File: config.mk
export PLATFORM = sky130hd
export DESIGN_NAME = imm_gen_pipe
export DESIGN_NICKNAME = d
export VERILOG_FILES = /design/src/rtl/imm_gen_pipe_pkg.sv /design/src/rtl/imm_decode.sv /design/src/rtl/imm_gen_pipe.sv
export SDC_FILE = /design/constraint.sdc
export NUM_CORES = 1
export LEC_CHECK = 0
export CORE_MARGIN = 3
export CORE_UTILIZATION = 47
export DETAILED_ROUTE_END_ITERATION = 8
export HOLD_SLACK_MARGIN = 0.1
export PLACE_DENSITY = 0.87
export SYNTH_ARGS = -nofsm -noshare
export SYNTH_HDL_FRONTEND = slang
export SYNTH_SLANG_ARGS = --single-unit
File: constraint.sdc
create_clock -name clk -period 2.65 [get_ports clk]
set_input_delay 0.3975 -clock clk [delete_from_list [all_inputs] [get_ports clk]]
set_output_delay 0.3975 -clock clk [all_outputs]
set_load 0.02 [all_outputs]
File: src/rtl/imm_gen_pipe_pkg.sv
// Shared types and opcode constants for the pipelined RISC-V immediate generator.
package imm_gen_pipe_pkg;

  typedef enum logic [2:0] {R, I, SHAMT, S, B, U, J, NONE} imm_fmt_t;

  typedef enum logic [1:0] {EMPTY, ONE, FULL} pipe_state_t;

  localparam logic [6:0] OP_LOAD   = 7'b0000011;
  localparam logic [6:0] OP_IMM    = 7'b0010011;
  localparam logic [6:0] OP_IMM_32 = 7'b0011011;
  localparam logic [6:0] OP_STORE  = 7'b0100011;
  localparam logic [6:0] OP_BRANCH = 7'b1100011;
  localparam logic [6:0] LUI       = 7'b0110111;
  localparam logic [6:0] AUIPC     = 7'b0010111;
  localparam logic [6:0] OP_JAL    = 7'b1101111;
  localparam logic [6:0] OP_JALR   = 7'b1100111;
  localparam logic [6:0] OP_OP     = 7'b0110011;
  localparam logic [6:0] OP_32     = 7'b0111011;

  // SLLI/SRLI/SRAI share funct3 001/101 and carry a shift amount, not an offset
  function automatic logic is_shift(input logic [2:0] f3);
    return (f3 == 3'b001) || (f3 == 3'b101);
  endfunction

endpackage

File: src/rtl/imm_decode.sv
// Combinational immediate decoder: instruction word -> {imm, fmt, illegal}.
module imm_decode
  import imm_gen_pipe_pkg::*;
#(
  parameter int XLEN = 64
) (
  input  logic [31:0]     i_instr,
  output logic [XLEN-1:0] o_imm,
  output imm_fmt_t        o_fmt,
  output logic            o_illegal
);

  logic [6:0]  op;
  logic [2:0]  f3;
  logic [31:0] raw;

  assign op = i_instr[6:0];
  assign f3 = i_instr[14:12];

  // raw is built already sign-extended to 32 bits; shift amounts are positive
  always_comb begin
    raw       = '0;
    o_fmt     = NONE;
    o_illegal = 1'b0;
    case (op)
      OP_LOAD, OP_JALR: begin
        raw   = {{20{i_instr[31]}}, i_instr[31:20]};
        o_fmt = I;
      end
      OP_IMM: begin
        if (is_shift(f3)) begin
          raw   = (XLEN == 64) ? {26'b0, i_instr[25:20]} : {27'b0, i_instr[24:20]};
          o_fmt = SHAMT;
        end else begin
          raw   = {{20{i_instr[31]}}, i_instr[31:20]};
          o_fmt = I;
        end
      end
      OP_IMM_32: begin
        if (XLEN == 32) begin
          o_illegal = 1'b1;
        end else if (is_shift(f3)) begin
          raw   = {27'b0, i_instr[24:20]};
          o_fmt = SHAMT;
        end else begin
          raw   = {{20{i_instr[31]}}, i_instr[31:20]};
          o_fmt = I;
        end
      end
      OP_STORE: begin
        raw   = {{20{i_instr[31]}}, i_instr[31:25], i_instr[11:7]};
        o_fmt = S;
      end
      OP_BRANCH: begin
        raw   = {{19{i_instr[31]}}, i_instr[31], i_instr[7], i_instr[30:25], i_instr[11:8], 1'b0};
        o_fmt = B;
      end
      LUI, AUIPC: begin
        raw   = {i_instr[31:12], 12'b0};
        o_fmt = U;
      end
      OP_JAL: begin
        raw   = {{11{i_instr[31]}}, i_instr[31], i_instr[19:12], i_instr[20], i_instr[30:21], 1'b0};
        o_fmt = J;
      end
      OP_OP, OP_32: o_fmt = R;
      default:      o_illegal = 1'b1;
    endcase
    o_imm = XLEN'($signed(raw));
  end

endmodule

File: src/rtl/imm_gen_pipe.sv
// Pipelined immediate generator with a 2-entry skid buffer (main M + skid S).
// Optional statistics counters are enabled by defining IMM_GEN_STATS_EN.
module imm_gen_pipe
  import imm_gen_pipe_pkg::*;
#(
  parameter int XLEN  = 64,
  parameter int CNT_W = 32
) (
  input  logic             clk,
  input  logic             rst,
  input  logic             i_flush,
  input  logic             i_valid,
  output logic             o_ready,
  input  logic [31:0]      i_instr,
  output logic             o_valid,
  input  logic             i_ready,
  output logic [XLEN-1:0]  o_imm,
  output logic [2:0]       o_fmt,
  output logic             o_illegal,
  output logic [31:0]      o_instr,
  output logic [CNT_W-1:0] o_cnt_out,
  output logic [CNT_W-1:0] o_cnt_ill
);

  logic [XLEN-1:0] dec_imm;
  imm_fmt_t        dec_fmt;
  logic            dec_ill;

  imm_decode #(.XLEN(XLEN)) u_dec (
    .i_instr   (i_instr),
    .o_imm     (dec_imm),
    .o_fmt     (dec_fmt),
    .o_illegal (dec_ill)
  );

  pipe_state_t     state_q, state_d;
  logic [XLEN-1:0] m_imm_q, s_imm_q;
  imm_fmt_t        m_fmt_q, s_fmt_q;
  logic            m_ill_q, s_ill_q;
  logic [31:0]     m_instr_q, s_instr_q;
  logic            acc, drn, ld_m, ld_s, mv_s;

  // ready depends on registered state only, so i_ready never reaches o_ready
  assign o_ready = (state_q != FULL);
  assign o_valid = (state_q != EMPTY);
  assign acc     = i_valid && o_ready;
  assign drn     = o_valid && i_ready;

  always_comb begin
    state_d = state_q;
    ld_m    = 1'b0;
    ld_s    = 1'b0;
    mv_s    = 1'b0;
    if (i_flush) begin
      state_d = EMPTY;
    end else begin
      case (state_q)
        EMPTY: if (acc) begin
          ld_m    = 1'b1;
          state_d = ONE;
        end
        ONE: begin
          if (acc && drn) begin
            ld_m = 1'b1;
          end else if (acc) begin
            ld_s    = 1'b1;
            state_d = FULL;
          end else if (drn) begin
            state_d = EMPTY;
          end
        end
        FULL: if (drn) begin
          mv_s    = 1'b1;
          state_d = ONE;
        end
        default: state_d = EMPTY;
      endcase
    end
  end

  always_ff @(posedge clk) begin
    if (rst) begin
      state_q   <= EMPTY;
      m_imm_q   <= '0;
      m_fmt_q   <= NONE;
      m_ill_q   <= 1'b0;
      m_instr_q <= '0;
      s_imm_q   <= '0;
      s_fmt_q   <= NONE;
      s_ill_q   <= 1'b0;
      s_instr_q <= '0;
    end else begin
      state_q <= state_d;
      if (ld_m) begin
        m_imm_q   <= dec_imm;
        m_fmt_q   <= dec_fmt;
        m_ill_q   <= dec_ill;
        m_instr_q <= i_instr;
      end else if (mv_s) begin
        m_imm_q   <= s_imm_q;
        m_fmt_q   <= s_fmt_q;
        m_ill_q   <= s_ill_q;
        m_instr_q <= s_instr_q;
      end
      if (ld_s) begin
        s_imm_q   <= dec_imm;
        s_fmt_q   <= dec_fmt;
        s_ill_q   <= dec_ill;
        s_instr_q <= i_instr;
      end
    end
  end

  assign o_imm     = m_imm_q;
  assign o_fmt     = m_fmt_q;
  assign o_illegal = m_ill_q;
  assign o_instr   = m_instr_q;

`ifdef IMM_GEN_STATS_EN
  logic [CNT_W-1:0] cnt_out_q, cnt_out_d, cnt_ill_q, cnt_ill_d;

  // saturating; flush leaves the counts alone, only rst clears them
  always_comb begin
    cnt_out_d = cnt_out_q;
    cnt_ill_d = cnt_ill_q;
    if (drn && !(&cnt_out_q))            cnt_out_d = cnt_out_q + 1'b1;
    if (drn && m_ill_q && !(&cnt_ill_q)) cnt_ill_d = cnt_ill_q + 1'b1;
  end

  always_ff @(posedge clk) begin
    if (rst) begin
      cnt_out_q <= '0;
      cnt_ill_q <= '0;
    end else begin
      cnt_out_q <= cnt_out_d;
      cnt_ill_q <= cnt_ill_d;
    end
  end

  assign o_cnt_out = cnt_out_q;
  assign o_cnt_ill = cnt_ill_q;
`else
  assign o_cnt_out = '0;
  assign o_cnt_ill = '0;
`endif

endmodule

==> flow_summary.toml, run 1 <==
[run_status]
outcome = "complete, no violations"

[power_and_ir_drop]
leakagePower_nw = 3.095
power.total_mw = 5.011
vdd_ir_drop_max_uv = 386.7
power.density_nw_per_um2 = 607.5

[placement]
port_buffers = 138
pre_cts_ws_ns = 0.1106
dpl.hpwl_um = 12020
globalplace.congestion = 0.9124
placed_cell_area_sq_um = 7661

[route]
route.met3.wl_um = 1964
ant_nets = 0
wl_met2_um = 8353
vias_per_cell = 5.676
drc_errors = 0
maxUsedRoutingLayer = "met4"
vias = 6096
wl_met1_um = 7517
wl_um = 18090
drtIter0Drc = 744
drt_pass1_iterations = 6
wl_per_cell_um = 16.85

[critical_path]
end_kind = "output pin"
path_class = "flop to output pin"
cp_num_buf_inv = 2
path_delay_family = "buffers and inverters"
critPathRequiredTime_ns = 2.25
crit_fanout = 8
cp_slowest_cell = "clkdlybuf4s50_1"
r2r-start = "state_q[1]"
worstSetupStartpoint = "state_q[1]"
cp.arrival_ns = 1.79
cpPeakStageDelay_ns = 0.57
start_kind = "flop"
path_cells = "nor2b_1, inv_1, clkdlybuf4s50_1"

[run]
drv_cap = 0

[floorplan]
start_util = 0.4835
pin_count = 203
core_area_sq_um = 13300
rows = 42
die_x_um = 123.0
fp.dieArea_sq_um = 15120
fp.dieH_um = 123.0

[yosys]
synth_edf_count = 0
ys_seq_area_frac = 0.4297
yosys-top-cells-area = "dfxtp_1 (43%), buf_4 (11%), a21oi_1 (6.9%)"
ys.flop_type = "dfxtp_1"
yosys.area.top_type = "dfxtp_1"
yosys.area.top_type_share = 0.4297
synth_seq_cells = 138
syn_area_per_cell_sq_um = 8.158
syn_inst = 788
async_reset_ff_frac = 0
netlist_area_sq_um = 6429
ys_top_cells_by_count = "dfxtp_1 (138), nand2_1 (105), buf_4 (97)"
yosysMostFrequentCell = "dfxtp_1"
synth_cell_type_count = 47
ys_warn_count = 0

[clock_tree]
clock_path_buffers = 2
cts_sinks = 138
holdBufCountCts = 0
cts_tree = "done"
post_cts_buffers = 0
clk_pin_slew_ns = 0.06
numCtsBuffers = 17
htreeDepth = 4
post_cts_resized = 0
clockRootBuffer = "clkbuf_16"
clk_latency_ns = 0.41

[final_layout]
layout-drive-gt1-share = 0.09131
final_nets = 923
final_area_sq_um = 8249
syn2layout_area_growth_pct = 28.32
n_antenna_cell = 0

[grt]
grt_use_total = 0.2339
grt_pass1_vias = 5333
antenna_found_initial = 0
grt_max_degree = 60
grt_remaining_overflow = 0
grt_pass1_wl_um = 28080

[worst_hold_path]
min_path_type = "flop to flop"
hold_start = "s_imm_q[7]"

[sta]
worst_slew_pin_slew_ns = 0.6564
setup_viol = 0
worst_clock_skew_ns = 0.005662
period_minus_slack_ns = 2.188
fin_crit_sh = 0.8258
finalSetupTns_ns = 0
maxSlewHeadroom = 0.5624
fin_ws_ns = 0.4616
fmax_mhz = 457.0
rsz0062_at_grt = "no"
hold_violations = 0
slew_viol_final = 0
==> power by group <==
part,internal [mW],switching (mW)
combinational,0.194,0.339
clock,1.45,0.889
sequential,2.12,0.0237
==> worst min-delay path: stages, from the launching register on <==
cell     delay, ns
dfxtp_1       0.31
nand2_1       0.05
a21oi_1       0.05
==> routing by layer <==
layer / up-vias / global-route usage
met5: - / 0
met4: 0 / 0.07908
met3: 24 / 0.06450
met2: 378 / 0.3519
met1: 2865 / 0.3246
li1: 2829 / -
==> final cells by class <==
cell class / instances / area [sq um]
tap: 176 / 220.2
fill: 1098 / 5046
inverter: 4 / 15.01
sequential: 138 / 2763
multi-input combinational: 549 / 2912
clock inverter: 11 / 121.4
timing repair buffer: 176 / 1752
clock buffer: 20 / 466.7
==> cell usage in the layout (no fill, tap or decap), drive strengths merged, types with 2 or more instances in the layout <==
master / instances
clkbuf: 20
inv: 4
clkdlybuf4s50: 137
buf: 39
or2: 2
nand2: 105
and2: 11
dfxtp: 138
o21bai: 2
o211ai: 7
nor3b: 3
o21ai: 40
a211o: 12
clkinv: 4
a22oi: 11
a21oi: 89
nor3: 15
nor2b: 5
conb: 64
a31oi: 14
bufinv: 2
nand2b: 6
nand3b: 2
nor2: 59
a221oi: 5
nand3: 44
and3: 5
clkinvlp: 5
a222oi: 33
==> stage by stage <==
step,hold slack [ns],util,instances
after floorplan,0.4316,-,851
after global placement,0.4394,0.5762,1043
after detailed placement,0.4479,0.5762,1043
after CTS,0.4311,0.6205,1074
after global routing,0.4659,0.6205,1074
final,0.4533,0.6205,1074
==> path summary, 6_finish.rpt <==
check,endpoint,slack [ns],cells after the start
setup / recovery,o_ready,0.46,3
hold / removal,s_imm_q[7],0.45,2
setup reg to reg,o_instr[6],0.68,6
hold reg to reg,s_imm_q[7],0.45,2
==> cell families after synthesis <==
family,count (synthesis),synth area share
simple gates,264,0.1861
compound gates,221,0.2267
buf+inv,164,0.1569
flops,138,0.4297
other cells,1,0.0005833
==> sequential cells by signal (all words and copies together), names as in the netlist <==
register / flops
s_imm_q: 32
o_fmt: 3
o_illegal: 1
s_instr_q: 32
state_q: 2
s_fmt_q: 3
o_instr: 32
s_ill_q: 1
o_imm: 32
No activity file was read; power rests on OpenSTA's default activity.
==> run 2: changes to the inputs <==
==> constraint.sdc (replaced) <==
create_clock -name clk -period 2.1 [get_ports clk]
set_input_delay 0.315 -clock clk [delete_from_list [all_inputs] [get_ports clk]]
set_output_delay 0.315 -clock clk [all_outputs]
set_load 0.02 [all_outputs]
==> run 2 against run 1 <==
Sequential share of layout area shrank 1.5 points. Total power rose by 29%. Critical path depth rose by 4. Via count grew 1.7%. Global-route usage rose by 0.89 points. Setup slack got worse by 0.41 ns. Register-to-register slack worse by 0.38 ns.
==> flow_summary.toml, run 2 (synthesis results as in run 1) <==
[final_layout]
layout_common_cells = "dfxtp_1 (138), clkdlybuf4s50_1 (132), nand2_1 (104)"
final_area_sq_um = 8623
final-seq-area_sq_um = 2763
nFillCells = 1072
final_nets = 955
layout_commonest_cell = "dfxtp_1"
layout-drive-gt1-share = 0.1235
syn2layout_area_growth_pct = 34.14
n_antenna_cell = 0
multiInputGateArea_sq_um = 2912

[power_and_ir_drop]
power.density_nw_per_um2 = 751.9
clockPowerShare = 0.474
intPower_mw = 4.848
combPwrFrac = 0.109
power.total_mw = 6.484
vdd_ir_drop_max_uv = 545.7
p_sw_frac = 0.2523
leakagePower_nw = 3.367
power_switching_mw = 1.636
power_frac_seq = 0.417

[placement]
dpl.hpwl_um = 12310
globalplace.congestion = 0.8872
pre_cts_ws_ns = -0.3440
placed_cell_area_sq_um = 8001
port_buffers = 138

[floorplan]
die_x_um = 123.0
core_area_sq_um = 13300
start_util = 0.4835
fp.dieArea_sq_um = 15120
rows = 42
pin_count = 203
fp.dieH_um = 123.0

[run_status]
outcome = "complete, no violations"

[critical_path]
r2r_end = "o_instr[29]"
rrSetupSlack_ns = 0.30
worstSetupStartpoint = "i_instr[2]"
crit_fanout = 5
start_kind = "primary input"
critPathRequiredTime_ns = 2.46
path_class = "primary input to flop"
r2r-start = "state_q[1]"
end_kind = "flop"
reg2regPathDepth = 6
cp.arrival_ns = 2.41

[clock_tree]
numCtsBuffers = 17
clk_pin_slew_ns = 0.06
clockRootBuffer = "clkbuf_16"
cts_sinks = 138
cts_tree = "done"
clock_path_buffers = 2
post_cts_buffers = 0
clk_latency_ns = 0.42
htreeDepth = 4

[worst_hold_path]
min_to = "s_imm_q[4]"
holdPathStages = 4
min_path_type = "primary input to flop"
hold_start = "rst"

[grt]
antenna_found_initial = 0
grt_pass1_wl_um = 29030
grt_pass1_vias = 5772
grt_remaining_overflow = 0
grt_use_total = 0.2428
grt_max_degree = 110

[route]
drc_errors = 0
vias_per_cell = 5.599
wl_um = 18670
drt_pass1_iterations = 8
ant_nets = 0
vias = 6198
wl_per_cell_um = 16.87
drtIter0Drc = 625

[sta]
fin_ws_ns = 0.05254
setup_viol = 0
rsz0062_at_grt = "no"
fmax_mhz = 488.4
fin_crit_sh = 0.9750
slew_viol_final = 0
period_minus_slack_ns = 2.047
hold_violations = 0
worst_clock_skew_ns = 0.008824

[run]
drv_cap = 0
run 2: worst max path at each step:
stage                      to  slack, ns  cells after the start
floorplan           o_imm[21]        0.1                      7
global placement    o_imm[30]      -0.33                      7
detailed placement  o_imm[22]      -0.34                      7
CTS                   o_ready       0.02                      3
global route        o_imm[59]     0.0005                      2
finish              o_imm[22]       0.05                      7
run 2: area by class of cell:
type	count	area share
inverters	4	0.001741
clock buffers	18	0.05093
repair buffers	208	0.2441
multi-input cells	549	0.3376
flip-flops and latches	138	0.3204
clock inverters	14	0.01973
well taps	176	0.02554
run 2: through the flow:
| stage | util | hold WS [ns] | cells | TNS (ns) |
|---|---|---|---|---|
| 2_1_floorplan | - | 0.3937 | 851 | 0 |
| 3_3_place_gp | 0.6018 | 0.4395 | 1075 | -13.50 |
| 3_5_place_dp | 0.6018 | 0.4474 | 1075 | -15.77 |
| 4_1_cts | 0.6477 | 0.3166 | 1107 | 0 |
| 5_1_grt | 0.6486 | 0.3725 | 1107 | 0 |
| 6_report | 0.6486 | 0.3429 | 1107 | 0 |
run 2: critical path: stages:
cell and delay [ns]:
clkdlybuf4s50_1 0.42, or4b_4 0.55, or3_4 0.45, a31oi_2 0.17
and3_1 0.24, buf_4 0.16, a211o_1 0.10
run 2: timing repair:
| action | in CTS | in global routing |
|---|---|---|
| setup endpoints to repair | 0 | 7 |
| gates resized for setup | 0 | 5 |
| hold buffers | 0 | 0 |
run 2: metal layers:
metal / vias up / routed length, um / global-route usage
li1: 2900 / - / -
met1: 2896 / 7655 / 0.3151
met2: 369 / 8892 / 0.3922
met3: 33 / 1778 / 0.06359
met4: 0 / 347 / 0.08467
met5: - / 0 / 0
run 2: power by group through the flow:
stage	clock network (mW)	registers, mW	logic, mW
2_1_floorplan	0	2.80	0.420
3_3_place_gp	0	2.76	0.689
3_5_place_dp	0	2.76	0.692
4_1_cts	3.09	2.70	0.698
5_1_grt	3.23	2.71	0.756
6_report	3.07	2.70	0.708
==> run 3: changes to the inputs <==
==> constraint.sdc (replaced) <==
create_clock -name clk -period 1.9 [get_ports clk]
set_input_delay 0.285 -clock clk [delete_from_list [all_inputs] [get_ports clk]]
set_output_delay 0.285 -clock clk [all_outputs]
set_load 0.02 [all_outputs]
==> run 3 against run 2 <==
Via count rose by 1.5%. Highest routed layer unchanged. Count of clock-buffer cells in the layout is 1 higher. Hold slack better by 0.014 ns. Critical endpoint is now s_imm_q[18]. Utilization grew 0.16 points. Combinational power grew 11%. Sequential share of layout area shrank 0.079 points.
==> flow_summary.toml, run 3 (synthesis results as in run 1) <==
[run_status]
outcome = "complete, no violations"

[clock_tree]
clock_path_buffers = 2
cts_tree = "done"
clk_pin_slew_ns = 0.06
clk_latency_ns = 0.42
numCtsBuffers = 17
htreeDepth = 4
clockRootBuffer = "clkbuf_16"
cts_sinks = 138

[route]
wl_per_cell_um = 17.06
vias_per_cell = 5.692
ant_nets = 0
drt_pass1_iterations = 8
wl_um = 18850
vias = 6290
drc_errors = 0
drtIter0Drc = 902

[worst_hold_path]
min_path_type = "primary input to flop"

[critical_path]
path_class = "primary input to flop"
start_kind = "primary input"
end_kind = "flop"
critPathRequiredTime_ns = 2.26
cp.arrival_ns = 2.22
crit_fanout = 8

[final_layout]
n_antenna_cell = 0
layout_common_cells = "dfxtp_1 (138), nand2_1 (104), clkdlybuf4s50_1 (98)"
nFillCells = 1059
layout_commonest_cell = "dfxtp_1"
final-seq-area_sq_um = 2763
syn2layout_area_growth_pct = 34.47
final_nets = 953
instances_no_fill = 1105
layout-drive-gt1-share = 0.1227
multiInputGateArea_sq_um = 2937

[grt]
grt_use_met3 = 0.06084
grt-busiest-layer = "met2"
antenna_found_initial = 0
use_met1 = 0.3111
met2_usage = 0.3973
grt_use_total = 0.2433
grt_max_degree = 110
grt_remaining_overflow = 0
grt_pass1_wl_um = 29250
grt_pass1_vias = 5760

[sta]
worst_slew_pin_slew_ns = 0.5052
rsz0062_at_grt = "yes"
fin_ws_ns = 0.03970
worst_clock_skew_ns = 0.008812
fin_crit_sh = 0.9791
setup_viol = 0
maxSlewHeadroom = 0.6632
period_minus_slack_ns = 1.860
slew_viol_final = 0
finalSetupTns_ns = 0
fmax_mhz = 537.5
hold_violations = 0

[placement]
place_inst = 1072
port_buffers = 138
dpl.hpwl_um = 12580
pre_cts_ws_ns = -0.5220
globalplace.congestion = 0.9402

[floorplan]
fp.dieH_um = 123.0
fp.dieArea_sq_um = 15120
die_x_um = 123.0
pin_count = 203
core_area_sq_um = 13300
start_util = 0.4835
rows = 42

[power_and_ir_drop]
power.density_nw_per_um2 = 805.7
leakagePower_nw = 3.656
power.total_mw = 6.965
vdd_ir_drop_max_uv = 588.0

[run]
drv_cap = 0
run 3: changes by cell type in the layout (fill, tap and decap cells not counted), sizes merged, moves of 3 or more:
| cell | previous run | this run |
|---|---|---|
| dlygate4sd2 | 0 | 26 |
| buf | 71 | 68 |
| inv | 7 | 4 |
| clkinv | 4 | 9 |
| dlymetal6s2s | 5 | 13 |
| clkdlybuf4s50 | 132 | 98 |
run 3: stage by stage:
stage / instance area, sq um / utilization / hold slack (ns)
finish: 8645 / 0.6502 / 0.3565
detailed placement: 8030 / 0.6040 / 0.4468
global route: 8645 / 0.6502 / 0.3681
floorplan: 6683 / - / 0.3637
global placement: 8030 / 0.6040 / 0.4390
CTS: 8601 / 0.6469 / 0.3443
run 3: path summary, 6_finish.rpt:
| path | from | endpoint | slack, ns | cells past startpoint |
|---|---|---|---|---|
| setup reg to reg | state_q[1] | o_imm[21] | 0.15 | 4 |
| hold / removal | rst | s_fmt_q[0] | 0.36 | 4 |
| hold reg to reg | s_imm_q[5] | s_imm_q[5] | 0.46 | 2 |
| setup / recovery | i_instr[5] | s_imm_q[18] | 0.04 | 7 |
run 3: critical path: stages:
cell and delay, ns:
dlygate4sd2_1 0.24, or4b_4 0.55, or3_4 0.46, a31oi_4 0.24, bufbuf_16 0.30, nor3_1 0.06, nor2_1 0.09
run 3: repair_timing:
| item | 4_1_cts | 5_1_grt |
|---|---|---|
| setup buffers | 0 | 0 |
| hold endpoints to repair | 0 | 0 |
| endpoints found under the setup margin | 64 | 29 |
| hold buffers | 0 | 0 |
| gates resized for setup | 30 | 16 |
| gates cloned | 1 | 0 |
| pin swaps | 8 | 0 |
run 3: area by class of cell:
class                      instances  area share
timing repair buffer             206      0.2475
multi-input combinational        549      0.3397
inverter                           4    0.001737
sequential                       138      0.3196
clock buffer                      19     0.05124
tap                              176     0.02547
clock inverter                    13     0.01476
run 3: where the power goes:
part / internal [mW] / switching (mW) / total (mW)
combinational: 0.304 / 0.485 / 0.789
clock: 1.95 / 1.24 / 3.19
sequential: 2.95 / 0.0343 / 2.99
total: 5.20 / 1.76 / 6.96
run 3: routing by layer:
layer,routed length [um],up-vias
met5,0,-
met1,7468,2962
met3,2038,36
li1,-,2902
met2,9000,390
met4,340,0
